**src/rtl/fetch_pkg.sv**
```systemverilog
// Shared definitions for the instruction fetch sequencer: state encoding,
// default bus widths, the NOP word and the opcode constants decode relies on.
package fetch_pkg;

    localparam int ADDR_W_DEF = 32;
    localparam int INST_W_DEF = 32;

    // Sequencer states: one idle cycle after reset, then running until the
    // last program word has been loaded into the output slot.
    typedef enum logic [1:0] {
        S_BOOT = 2'd0,
        S_RUN  = 2'd1,
        S_HALT = 2'd2
    } fetch_state_t;

    // Opcodes live in the top six bits of the instruction word.
    localparam logic [5:0] InstLLI = 6'd1;
    localparam logic [5:0] InstBEQ = 6'd4;
    localparam logic [5:0] InstBNE = 6'd5;

    // Opcode zero with an all-zero body executes as a no-op.
    localparam logic [INST_W_DEF-1:0] NOP_WORD = {6'd0, 26'd0};

endpackage

```
**src/rtl/inst_fetch_seq.sv**
```systemverilog
// Program-counter sequencer in front of the instruction ROM.
// Drives the ROM address from the PC register, captures the returned word into a
// one-entry valid/ready slot, and applies skip / absolute-jump redirects coming
// back from execute. Fetching stops once the last program word is loaded.
// Optional build macro FETCH_PERF_CNT_EN adds a saturating retired-instruction
// counter on port retire_cnt_o.
module inst_fetch_seq
    import fetch_pkg::*;
#(
    parameter int ADDR_W   = ADDR_W_DEF,
    parameter int INST_W   = INST_W_DEF,
    parameter int PROG_LEN = 9
) (
    input  logic              clk,
    input  logic              rst,
    output logic [ADDR_W-1:0] rom_addr_o,
    input  logic [INST_W-1:0] rom_inst_i,
    output logic [INST_W-1:0] inst_o,
    output logic [ADDR_W-1:0] inst_pc_o,
    output logic              inst_valid_o,
    input  logic              inst_ready_i,
    input  logic              skip_i,
    input  logic              jump_i,
    input  logic [ADDR_W-1:0] jump_addr_i,
`ifdef FETCH_PERF_CNT_EN
    output logic [31:0]       retire_cnt_o,
`endif
    output logic              done_o
);

    // Any PC at or beyond the last program word sends the sequencer to HALT
    // once that word has been loaded (out-of-range words read back as NOP).
    localparam logic [ADDR_W-1:0] LAST_ADDR = ADDR_W'(PROG_LEN - 1);

    fetch_state_t      state_reg;
    logic [ADDR_W-1:0] pc_reg;
    logic [ADDR_W-1:0] last_pc_reg;
    logic [INST_W-1:0] inst_reg;
    logic [ADDR_W-1:0] inst_pc_reg;
    logic              valid_reg;

    logic redirect;
    logic accept;
    logic slot_free;

    // Redirects are ignored during the boot cycle; a redirected slot is never
    // counted as accepted even when the consumer signals ready.
    assign redirect  = (skip_i | jump_i) && (state_reg != S_BOOT);
    assign accept    = valid_reg & inst_ready_i & ~(skip_i | jump_i);
    assign slot_free = ~valid_reg | inst_ready_i;

    // Sequencer FSM: PC update, output slot and last-accepted PC tracking.
    always_ff @(posedge clk) begin
        if (rst) begin
            state_reg   <= S_BOOT;
            pc_reg      <= '0;
            last_pc_reg <= '0;
            inst_reg    <= INST_W'(NOP_WORD);
            inst_pc_reg <= '0;
            valid_reg   <= 1'b0;
        end else begin
            case (state_reg)
                S_BOOT: begin
                    state_reg <= S_RUN;
                end
                default: begin
                    if (redirect) begin
                        // Squash the slot; fetch resumes from the new PC next cycle.
                        valid_reg <= 1'b0;
                        pc_reg    <= jump_i ? jump_addr_i : last_pc_reg + ADDR_W'(2);
                        state_reg <= S_RUN;
                    end else begin
                        if (accept) begin
                            last_pc_reg <= inst_pc_reg;
                        end
                        if ((state_reg == S_RUN) && slot_free) begin
                            inst_reg    <= rom_inst_i;
                            inst_pc_reg <= pc_reg;
                            valid_reg   <= 1'b1;
                            pc_reg      <= pc_reg + ADDR_W'(1);
                            if (pc_reg >= LAST_ADDR) begin
                                state_reg <= S_HALT;
                            end
                        end else if (inst_ready_i) begin
                            valid_reg <= 1'b0;
                        end
                    end
                end
            endcase
        end
    end

`ifdef FETCH_PERF_CNT_EN
    logic [31:0] retire_cnt_reg;

    // Saturating count of accepted instructions; only reset clears it.
    always_ff @(posedge clk) begin
        if (rst) begin
            retire_cnt_reg <= '0;
        end else if (accept && (retire_cnt_reg != 32'hFFFF_FFFF)) begin
            retire_cnt_reg <= retire_cnt_reg + 32'd1;
        end
    end

    assign retire_cnt_o = retire_cnt_reg;
`endif

    assign rom_addr_o   = pc_reg;
    assign inst_o       = inst_reg;
    assign inst_pc_o    = inst_pc_reg;
    assign inst_valid_o = valid_reg;
    assign done_o       = (state_reg == S_HALT) && !valid_reg;

endmodule
```
**config.mk**
```make
export PLATFORM = sky130hd
export DESIGN_NAME = inst_fetch_seq
export DESIGN_NICKNAME = d
export VERILOG_FILES = /design/src/rtl/fetch_pkg.sv /design/src/rtl/inst_fetch_seq.sv
export SDC_FILE = /design/constraint.sdc
export NUM_CORES = 1
export LEC_CHECK = 0
export CELL_PAD_IN_SITES_DETAIL_PLACEMENT = 0
export CELL_PAD_IN_SITES_GLOBAL_PLACEMENT = 1
export CORE_AREA = 2 2 138 126
export CTS_CLUSTER_SIZE = 12
export DETAILED_ROUTE_END_ITERATION = 6
export DIE_AREA = 0 0 140 128
export PLACE_DENSITY = 0.95
export SYNTH_ARGS = -nofsm -noshare
export SYNTH_HDL_FRONTEND = slang
export SYNTH_SLANG_ARGS = --single-unit
```
**constraint.sdc**
```tcl
create_clock -name clk -period 4.99 [get_ports clk]
set_input_delay 0.998 -clock clk [delete_from_list [all_inputs] [get_ports clk]]
set_output_delay 0.998 -clock clk [all_outputs]
set_load 0.01 [all_outputs]
```
; Word level (Yosys, flattened, before mapping)
; Cells that the tools add are included.
[classes]
n_bitwise = 8
mux = 10
addsub = 2
shift = 0
n_reduce_logical = 17
magnitude_cmp = 1
n_div = 0
n_eq_ne = 2
mul = 0
[ops]
columns = op, n
row1 = 32-bit 2-to-1 mux, 3
row2 = 32-bit by 1-bit adder with 32-bit output (second input constant), 1
row3 = 32-bit by 2-bit adder with 32-bit output (second input constant), 1
row4 = 32-bit by 4-bit >= comparator with 1-bit output (second input constant), 1
row5 = 3-bit nonzero test, 3
row6 = 2-bit AND reduction, 4
row7 = 1-bit 2-to-1 mux, 7
row8 = 3-bit AND reduction, 2
row9 = 1-bit inverter, 4
row10 = 2-bit nonzero test, 2
row11 = 1-bit logical AND, 3
row12 = 3-bit OR reduction, 1
row13 = 1-bit bitwise AND, 2
row14 = 2-bit by 1-bit == test with 1-bit output (second input constant), 1
row15 = 2-bit == test (second input constant), 1
row16 = 2-bit logical NOT, 1
row17 = 1-bit OR, 2
row18 = 1-bit logical NOT, 1
[totals]
mem_bits_ro = 0
output_inout_bits = 98
input_bits = 69
ram_bits = 0
wordCells = 47
latchBits = 0
ff_bits = 131
n_memories = 0

; Logic depth before layout (Yosys ltp)
; Gate-level depths: netlist (run 1).
[depth]
depth_word = 6
depth_mapped = 8
mapped_depth_nobuf = 7

; Least setup slack after synthesis (run 1)
; Ideal clock, no wire load.
[synth_timing]
kind = input to register
startpoint = in skip_i
endpoint = reg pc_reg[16] (netlist: rom_addr_o[16])
setup_ns = 0.115
t_arrival_ns = 2.371
path_stages = 7
t_required_ns = 4.875
path_slack_ns = 2.503
path_buffers = 2
path_cell_list = or2_1 clkbuf_1 o21ai_1 nor2_1 clkbuf_1 nand2_1 and3_1
[synth_between]
elab_chain_len = 4
word_cells_on_any_way = 5
classes_between = mux: 1 / bitwise: 1 / reduce/logical: 3
[synth_lines]
columns = item, line_no
row1 = start: declaration, inst_fetch_seq.sv:22  ; input logic skip_i,
row2 = 1-bit OR *, inst_fetch_seq.sv:48  ; assign redirect = (skip_i | jump_i) && (state_reg != S_BOOT);
row3 = 1-bit logical AND *, inst_fetch_seq.sv:48
row4 = 2-bit nonzero test (no source line), --
row5 = 2-bit AND reduction (no source line), --
row6 = end signal: assignment, inst_fetch_seq.sv:70  ; pc_reg <= jump_i ? jump_addr_i : last_pc_reg + ADDR_W'(2);
row7 = end signal: assignment, inst_fetch_seq.sv:80  ; pc_reg <= pc_reg + ADDR_W'(1);
row8 = end: declaration, inst_fetch_seq.sv:36  ; logic [ADDR_W-1:0] pc_reg;
; Mark *: on every way between the ends. The rest lies on a longest branch, timed or not.
; A chain may end at the register's enable or synchronous reset.

; Worst setup path in the final report (run 1)
[layout_timing]
startpoint = in jump_i
endpoint = reg pc_reg[26] (netlist: rom_addr_o[26])
[layout_between]
elab_chain_len = 4
word_cells_on_any_way = 6
classes_between = mux: 2 / bitwise: 1 / reduce/logical: 3
[layout_lines]
columns = item, line_no
row1 = start: declaration, inst_fetch_seq.sv:23  ; input logic jump_i,
row2 = 1-bit OR, inst_fetch_seq.sv:48
row3 = 1-bit logical AND, inst_fetch_seq.sv:48
row4 = 2-bit nonzero test (no source line), --
row5 = 2-bit AND reduction (no source line), --
; Parallel ways exist; a longest one is shown, timed or not.

==> results of run 1 <==
[worst max path at each step]
stage	to	depth (start not counted)	slack, ns
final	rom_addr_o[26]	8	1.81
after global routing	inst_o[25]	6	1.58
after CTS	inst_o[25]	6	1.74
after detailed placement	inst_pc_o[11]	6	1.31
after global placement	inst_pc_o[14]	6	1.31
after floorplan	rom_addr_o[16]	7	2.50
[kinds of logic after synthesis]
kind of cell / count (synthesis) / share of synthesized area [%]
adders and majority gates: 3 / 0.624
AOI/OAI and AO/OA: 173 / 17.1
and+or+nand+nor: 369 / 27.2
buffers and inverters: 57 / 3.58
xor gates and xnor gates: 51 / 7.42
DFF: 131 / 43.6
muxes: 3 / 0.520
[cells in the final DEF (no fill, tap or decap), types with 3 or more instances in the layout]
| cell | synthesis | layout |
|---|---|---|
| or2_1 | 3 | 3 |
| nor2b_1 | 6 | 6 |
| o22ai_1 | 3 | 3 |
| nor3_2 | 3 | 4 |
| and4_1 | 3 | 3 |
| o21bai_1 | 9 | 9 |
| nand3_1 | 28 | 28 |
| bufinv_16 | 0 | 3 |
| and3_1 | 8 | 8 |
| buf_4 | 0 | 11 |
| a211oi_1 | 18 | 18 |
| a221oi_1 | 7 | 7 |
| xnor2_1 | 23 | 23 |
| nand2_1 | 219 | 218 |
| nand4_1 | 18 | 18 |
| a21oi_1 | 105 | 105 |
| o21ai_1 | 5 | 5 |
| xor2_1 | 28 | 28 |
| dfxtp_1 | 131 | 131 |
| or3_1 | 5 | 5 |
| a311oi_1 | 3 | 3 |
| clkbuf_8 | 0 | 4 |
| nand2b_1 | 4 | 4 |
| clkdlybuf4s50_1 | 0 | 165 |
| nor2_1 | 41 | 40 |
| nor4_1 | 8 | 8 |
| inv_1 | 7 | 7 |
| clkbuf_1 | 46 | 3 |
| and2_1 | 5 | 5 |
| ha_1 | 3 | 3 |
| clkbuf_16 | 0 | 17 |
| nor3_1 | 14 | 13 |
| o21ai_0 | 11 | 10 |
[worst max-delay path, delay by kind of cell]
| kind | cells | cell delay (ns) |
|---|---|---|
| AO/OA/AOI/OAI | 3 | 0.67 |
| AND/OR/NAND/NOR | 2 | 0.55 |
| buffers and inverters | 3 | 1.31 |
[through the flow]
stage / util (%) / instance area, sq um / power (uW)
CTS: 50.9 / 8460 / 2750
global placement: 47.2 / 7850 / 1440
floorplan: - / 6020 / 1270
global route: 50.9 / 8460 / 2820
finish: 50.9 / 8460 / 2730
detailed placement: 47.2 / 7850 / 1440
[power by group through the flow]
stage | Combinational (uW) | Clock [uW] | Sequential [uW]
final | 289 | 1310 | 1130
after global placement | 289 | 0 | 1150
after global routing | 312 | 1370 | 1140
after CTS | 291 | 1330 | 1130
after detailed placement | 289 | 0 | 1150
after floorplan | 121 | 0 | 1150
[final cells by class]
type / instances / area [sq um] / share of cell area (%)
timing repair buffer: 176 / 1730 / 20.5
inverter: 7 / 26.3 / 0.311
clock buffer: 24 / 492 / 5.81
sequential: 131 / 2620 / 31.0
tap: 211 / 264 / 3.12
clock inverter: 8 / 124 / 1.46
multi-input combinational: 599 / 3200 / 37.8
[cell usage after synthesis (5+ instances only)]
library cell  count  share of area (%)
a211oi_1         18                2.2
a21oi_1         105                8.7
a221oi_1          7                1.0
and2_1            5               0.52
and3_1            8               0.83
clkbuf_1         46                2.9
dfxtp_1         131                 44
inv_1             7               0.44
nand2_1         219                 14
nand3_1          28                2.3
nand4_1          18                1.9
nor2_1           41                2.6
nor2b_1           6               0.62
nor3_1           14                1.2
nor4_1            8               0.83
o21ai_0          11               0.91
o21ai_1           5               0.42
o21bai_1          9                1.1
or3_1             5               0.52
xnor2_1          23                3.3
xor2_1           28                4.1
[layer usage]
metal  share of wire, %  vias to the layer above  GRT usage (%)
met5                  0                        -              0
met4                2.0                        0           7.07
met3                6.1                       25           4.56
met2                 46                      170           32.4
met1                 46                     2784           26.8
li1                   -                     2992              -
==> flow_metrics.py, run 1 <==
metrics = {
    "yosys": {
        "synthCells": 787,
        "yosysSeqAreaShare_pct": 43.6,
        "synth_nets": 859,
        "synth.avg_cell_area_sq_um": 7.65,
        "ys_types": 44,
        "synth_enable_flop_cells": 0,
        "synthArstFlopShare_pct": 0,
        "netlist_area_sq_mm": 0.00602,
        "synth-seq-cells": 131,
        "synthFlopType": "dfxtp_1",
        "ys_warn_count": 0,
    },
    "global_routing": {
        "track_usage_pct": 20.1,
        "grt_pass1_vias": 5359,
        "grt_antenna_before_repair": 0,
        "grt_max_degree": 107,
        "overflow": 0,
        "grt_pass1_wl_microns": 28500,
    },
    "place": {
        "port_buffers": 166,
        "pre_cts_slack_ns": 1.31,
        "gp_congestion": 0.869,
        "detailed_place_hpwl_microns": 12700,
        "placedCellCount": 1124,
    },
    "pwr": {
        "internal_power_uw": 2070,
        "p_per_area_mw_per_mm2": 322,
        "irDropWorstVdd_uv": 231,
        "clkPwrFrac_pct": 47.9,
        "seqPwrFrac_pct": 41.5,
        "power.switching_uw": 655,
        "leakage_uw": 0.00273,
        "swShare_pct": 24.0,
        "power_frac_comb_pct": 10.6,
    },
    "clock_tree": {
        "cts_buffers": 17,
        "cts_setup_buffers": 0,
        "insertion_delay_ns": 0.43,
        "cts.sink_count": 131,
        "cts_tree": "done",
        "cts.htree.levels": 4,
        "cts-root-buf": "clkbuf_16",
        "cts_resized": 0,
        "path_clk_slew_ns": 0.06,
        "cts_hold_buffers": 0,
        "cts.path.max_buffers": 2,
    },
    "routing": {
        "dr.pass1.iters": 7,
        "antenna_left": 0,
        "drt_iter0_drc": 362,
        "wl_per_cell_microns": 15.8,
        "drc_errors": 13,
        "vias": 5971,
        "wl_microns": 18300,
        "via_per_inst": 5.17,
    },
    "timing": {
        "slew_viol_final": 0,
        "fin_crit_sh_pct": 63.7,
        "worst_pin_slew_ns": 1.24,
        "final.min_clock_period_ns": 3.18,
        "max_clock_freq_mhz": 314,
        "rsz0062_at_grt": "no",
        "hold_ws_ns": 0.453,
        "tns_ns": 0,
        "setup_viol": 0,
        "setup_ws_ns": 1.81,
        "skew_ns": 0.0131,
        "timing.slew.headroom_pct": 17.0,
        "hold_violations": 0,
    },
    "die": {
        "start_util_pct": 36.2,
        "num_rows": 45,
        "die_y_microns": 128,
        "die_area_sq_mm": 0.0179,
        "coreArea_sq_mm": 0.0166,
        "ioPinCount": 167,
        "dieWidth_microns": 140,
    },
    "hold_path": {
        "min_path_type": "reg2reg",
        "worstHoldStart": "inst_o[15]",
        "min_path_cells": 2,
        "hold_end": "inst_o[15]",
    },
    "setup_path": {
        "rr_worst_depth": 6,
        "path_class": "in2reg",
        "cp-end-kind": "flop",
        "timing.reg2reg.setup_slack_ns": 2.54,
        "cp_max_fo": 24,
        "cpMostUsedCell": "buf_4",
        "cp-startpoint": "jump_i",
        "reg2reg_to": "inst_o[25]",
        "crit_chain": "clkdlybuf4s50_1 -> or2_1 -> o21ai_2 -> buf_4 -> nor2_1 -> buf_4 -> a211o_1 -> a21oi_1",
        "worstPathArrival_ns": 3.53,
        "critPathLaunchType": "primary input",
        "timing.rr.start": "state_reg[0]",
        "critPathRequiredTime_ns": 5.34,
        "max_stage_delay_ns": 0.73,
        "slowest_stage": "clkdlybuf4s50_1",
    },
    "cells_and_area": {
        "layout.nets": 1004,
        "final_cells": 1156,
        "num_antenna_cells": 0,
        "drive_gt1_share_pct": 5.82,
        "fillers": 1610,
        "areaGrowthSynthToFinish_pct": 40.6,
    },
    "run": {
        "cap_viol_max_count": 0,
    },
    "outcome": {
        "violations": "DRC",
        "status": "finished with violations",
    },
}
No activity file was read; power rests on OpenSTA's default activity.
==> run 2, diff against run 1 <==
- CORE_AREA: 2 2 138 126 -> 2 2 144 132
- DIE_AREA: 0 0 140 128 -> 0 0 146 134
- PLACE_DENSITY: 0.95 -> 0.89
- clock period: 4.99 -> 3.05 ns (I/O delays scaled with it)
==> run 2 against run 1 <==
The run now ends clean. Cell area rose by 1.6%. Clock power grew 47%. Worst hold slack got worse by 0.0012 ns. Final cell count grew 4.5%. Utilization is 3.5 points lower. Critical path depth is 2 lower. Sequential cell count is the same. Sequential share of layout area shrank 0.48 points. Non-clock buffer count up 18. Via count rose by 1.8%. Critical path type is now reg2reg.
==> flow_metrics.py, run 2 (synthesis results as in run 1) <==
metrics = {
    "global_routing": {
        "grt_pass1_vias": 5766,
        "overflow": 0,
        "grtUsageMet3_pct": 4.49,
        "busiest_layer": "met2",
        "grtUsageMet1_pct": 26.8,
        "grt_pass1_wl_microns": 30700,
        "grt_max_degree": 70,
        "track_usage_pct": 19.7,
        "grt_antenna_before_repair": 0,
        "grt_util_met2_pct": 30.5,
    },
    "clock_tree": {
        "cts.sink_count": 131,
        "cts.path.max_buffers": 2,
        "cts_hold_buffers": 0,
        "cts_resized": 0,
        "path_clk_slew_ns": 0.06,
        "cts.htree.levels": 4,
        "cts_tree": "done",
        "cts_buffers": 17,
        "cts_setup_buffers": 0,
        "cts-root-buf": "clkbuf_16",
        "insertion_delay_ns": 0.42,
    },
    "cells_and_area": {
        "layout.nets": 1022,
        "num_antenna_cells": 0,
        "final_common_cell": "nand2_1",
        "drive_gt1_share_pct": 7.58,
        "layout_common_cells": "nand2_1, clkdlybuf4s50_1, dfxtp_1, a21oi_1, nor2_1",
        "final_cells": 1208,
        "postLayoutCellArea_sq_mm": 0.00859,
        "utilization_pct": 47.5,
        "areaGrowthSynthToFinish_pct": 42.8,
    },
    "timing": {
        "tns_ns": 0,
        "hold_violations": 0,
        "final.min_clock_period_ns": 2.33,
        "max_clock_freq_mhz": 430,
        "worst_pin_slew_ns": 0.828,
        "setup_viol": 0,
        "hold_ws_ns": 0.452,
        "slew_viol_final": 0,
        "skew_ns": 0.00569,
        "fin_crit_sh_pct": 76.3,
        "timing.slew.headroom_pct": 44.4,
        "rsz0062_at_grt": "no",
    },
    "die": {
        "die_y_microns": 134,
        "start_util_pct": 33.2,
        "num_rows": 47,
        "ioPinCount": 167,
        "die_area_sq_mm": 0.0196,
        "coreArea_sq_mm": 0.0181,
        "dieWidth_microns": 146,
    },
    "pwr": {
        "irDropWorstVdd_uv": 345,
        "p_per_area_mw_per_mm2": 499,
        "leakage_uw": 0.00279,
    },
    "run": {
        "cap_viol_max_count": 0,
    },
    "setup_path": {
        "critPathRequiredTime_ns": 3.36,
        "worstPathArrival_ns": 2.64,
        "critPathLaunchType": "flop",
        "cp-end-kind": "flop",
        "path_class": "reg2reg",
        "cp_max_fo": 6,
    },
    "routing": {
        "dr.pass1.iters": 6,
        "drc_errors": 0,
        "wl_per_cell_microns": 15.8,
        "via_per_inst": 5.03,
        "vias": 6079,
        "antenna_left": 0,
        "wl_microns": 19100,
        "drt_iter0_drc": 408,
    },
    "place": {
        "gp_congestion": 0.872,
        "place_area_sq_mm": 0.00804,
        "detailed_place_hpwl_microns": 13600,
        "port_buffers": 166,
        "placedCellCount": 1176,
    },
    "outcome": {
        "status": "finished, final reports clean",
    },
    "hold_path": {
        "min_path_type": "reg2reg",
    },
}
-- run 2: cell count changes in the layout (fill, tap and decap cells not counted), sizes merged --
cell      delta
buf         +18
bufinv       -2
clkinvlp     +2
clkbuf       -1
clkinv       +1
-- run 2: routing by layer --
metal / share of wire (%) / up-vias
met5: 0 / -
met4: 2.6 / 0
met3: 6.7 / 34
met2: 44 / 220
met1: 47 / 2795
li1: - / 3030
-- run 2: metrics by stage --
stage	setup slack (ns)	total power (uW)
detailed placement	0.384	2390
floorplan	0.871	2080
global route	0.587	4440
CTS	0.722	4320
finish	0.722	4280
global placement	0.449	2380
-- run 2: worst max-delay path, cell delays in order (launching register included) --
cell	delay, ns
dfxtp_1	0.46
nand4_1	0.22
or4_4	0.61
or3_4	0.44
xnor2_1	0.14
nor2_1	0.07
a2111oi_2	0.28
-- run 2: power breakdown --
| group | leakage, uW | internal (uW) | switching (uW) | total (uW) |
|---|---|---|---|---|
| logic | 0.00147 | 265 | 246 | 512 |
| registers | 0.00106 | 1770 | 72.0 | 1840 |
| clock network | 0.000265 | 1180 | 754 | 1930 |
-- run 2: area by class of cell --
class,instances,area (sq um)
clock buffer,23,478
clock inverter,9,80.1
fill,1816,9520
inverter,7,26.3
multi-input combinational,599,3200
sequential,131,2620
tap,245,307
timing repair buffer,194,1880
-- run 2: path summary, 6_finish.rpt --
kind / startpoint / to / slack (ns) / cells past startpoint
max reg2reg: rom_addr_o[9] / rom_addr_o[19] / 0.72 / 6
max: rom_addr_o[9] / rom_addr_o[19] / 0.72 / 6
min: inst_o[14] / inst_o[14] / 0.45 / 2
min reg2reg: inst_o[14] / inst_o[14] / 0.45 / 2
==> run 3, diff against run 2 <==
- clock period: 3.05 -> 2.2 ns (I/O delays scaled with it)
==> run 3 against run 2 <==
Via count up 3.7%. Die area unchanged. Non-clock buffer count up 47. Highest routed layer unchanged. Global-route usage up 0.12 points. Largest cell class unchanged. Cell area up 6.1%.
==> flow_metrics.py, run 3 (synthesis results as in run 1) <==
metrics = {
    "outcome": {
        "status": "finished, final reports clean",
    },
    "clock_tree": {
        "cts-root-buf": "clkbuf_16",
        "cts_tree": "done",
        "cts_hold_buffers": 0,
        "cts.path.max_buffers": 2,
        "cts.sink_count": 131,
        "insertion_delay_ns": 0.42,
        "cts_buffers": 17,
        "path_clk_slew_ns": 0.06,
        "cts.htree.levels": 4,
    },
    "routing": {
        "dr.pass1.iters": 4,
        "wl_per_cell_microns": 15.8,
        "vias": 6302,
        "highest_layer": "met4",
        "drc_errors": 0,
        "met3WireLength_microns": 1310,
        "via_per_inst": 5.03,
        "wl_met1_microns": 9070,
        "met2_length_microns": 9120,
        "wl_microns": 19800,
        "antenna_left": 0,
        "drt_iter0_drc": 339,
    },
    "setup_path": {
        "crit_chain": "nand2b_1 -> nor2_1 -> clkdlybuf4s50_1",
        "cp_max_fo": 6,
        "cp-end-kind": "output port",
        "path_class": "reg2out",
        "slowest_stage": "clkdlybuf4s50_1",
        "critPathRequiredTime_ns": 1.76,
        "critPathLaunchType": "flop",
        "worstPathArrival_ns": 1.63,
        "max_stage_delay_ns": 0.58,
    },
    "die": {
        "dieWidth_microns": 146,
        "die_y_microns": 134,
        "num_rows": 47,
        "coreArea_sq_mm": 0.0181,
        "die_area_sq_mm": 0.0196,
        "ioPinCount": 167,
        "start_util_pct": 33.2,
    },
    "pwr": {
        "leakage_uw": 0.00312,
        "p_per_area_mw_per_mm2": 665,
        "irDropWorstVdd_uv": 434,
    },
    "timing": {
        "hold_violations": 0,
        "max_clock_freq_mhz": 484,
        "tns_ns": 0,
        "timing.slew.headroom_pct": 67.2,
        "worst_pin_slew_ns": 0.490,
        "hold_ws_ns": 0.408,
        "final.min_clock_period_ns": 2.07,
        "rsz0062_at_grt": "no",
        "skew_ns": 0.00855,
        "slew_viol_final": 0,
        "setup_viol": 0,
        "setup_ws_ns": 0.135,
        "fin_crit_sh_pct": 93.9,
    },
    "cells_and_area": {
        "layout_common_cells": "nand2_1, clkdlybuf4s50_1, dfxtp_1, a21oi_1, buf_4",
        "final_common_cell": "nand2_1",
        "drive_gt1_share_pct": 12.2,
        "areaGrowthSynthToFinish_pct": 51.5,
        "postLayoutCellArea_sq_mm": 0.00911,
        "num_antenna_cells": 0,
        "fillers": 1819,
        "utilization_pct": 50.3,
        "layout.nets": 1069,
    },
    "place": {
        "gp_congestion": 0.869,
        "port_buffers": 166,
        "detailed_place_hpwl_microns": 14300,
        "place_area_sq_mm": 0.00851,
        "pre_cts_slack_ns": -0.278,
    },
    "global_routing": {
        "grt_antenna_before_repair": 0,
        "grt_pass1_vias": 5927,
        "grt_pass1_wl_microns": 31100,
        "overflow": 0,
        "grt_max_degree": 46,
        "track_usage_pct": 19.9,
    },
    "hold_path": {
        "min_path_type": "in2reg",
    },
    "run": {
        "cap_viol_max_count": 0,
    },
}
==> run 3: per-layer routing <==
layer,track usage (%),up-vias
li1,-,3116
met1,26.7,2943
met2,31.5,222
met3,5.51,21
met4,5.50,0
met5,0,-
==> run 3: worst max-delay path, delay by kind of cell, from the launching register on <==
kind / cells / cell delay, ns
buffers and inverters: 1 / 0.58
flip-flops: 1 / 0.43
AND/OR/NAND/NOR: 2 / 0.20
==> run 3: worst paths after layout <==
kind	from	end	slack, ns	cells after the start
max	state_reg[1]	done_o	0.13	3
max reg2reg	rom_addr_o[12]	rom_addr_o[19]	0.14	6
min reg2reg	inst_o[5]	inst_o[5]	0.45	2
min	rst	inst_pc_o[28]	0.41	2
==> run 3: what timing repair did <==
item                       in CTS  in global routing
resized for setup               0                  4
buffers inserted                0                  2
setup endpoints to repair       0                  8
==> run 3: stage by stage <==
stage                     power (uW)  cells
after floorplan                 2890    787
after global placement          3380   1221
after detailed placement        3380   1221
after CTS                       6100   1252
after global routing            6290   1254
final                           6060   1254
==> run 3: layout make-up <==
class	count	area (sq um)	share of cell area, %
Tap cell	245	307	3.36
Sequential cell	131	2620	28.8
Clock inverter	9	80.1	0.879
Multi-Input combinational cell	599	3220	35.4
Timing Repair Buffer	241	2370	26.0
Inverter	7	26.3	0.288
Clock buffer	22	484	5.31
==> run 3: report_power, final <==
group,switching (uW),internal (uW)
clock network,1060,1660
registers,76.3,2450
logic,383,430
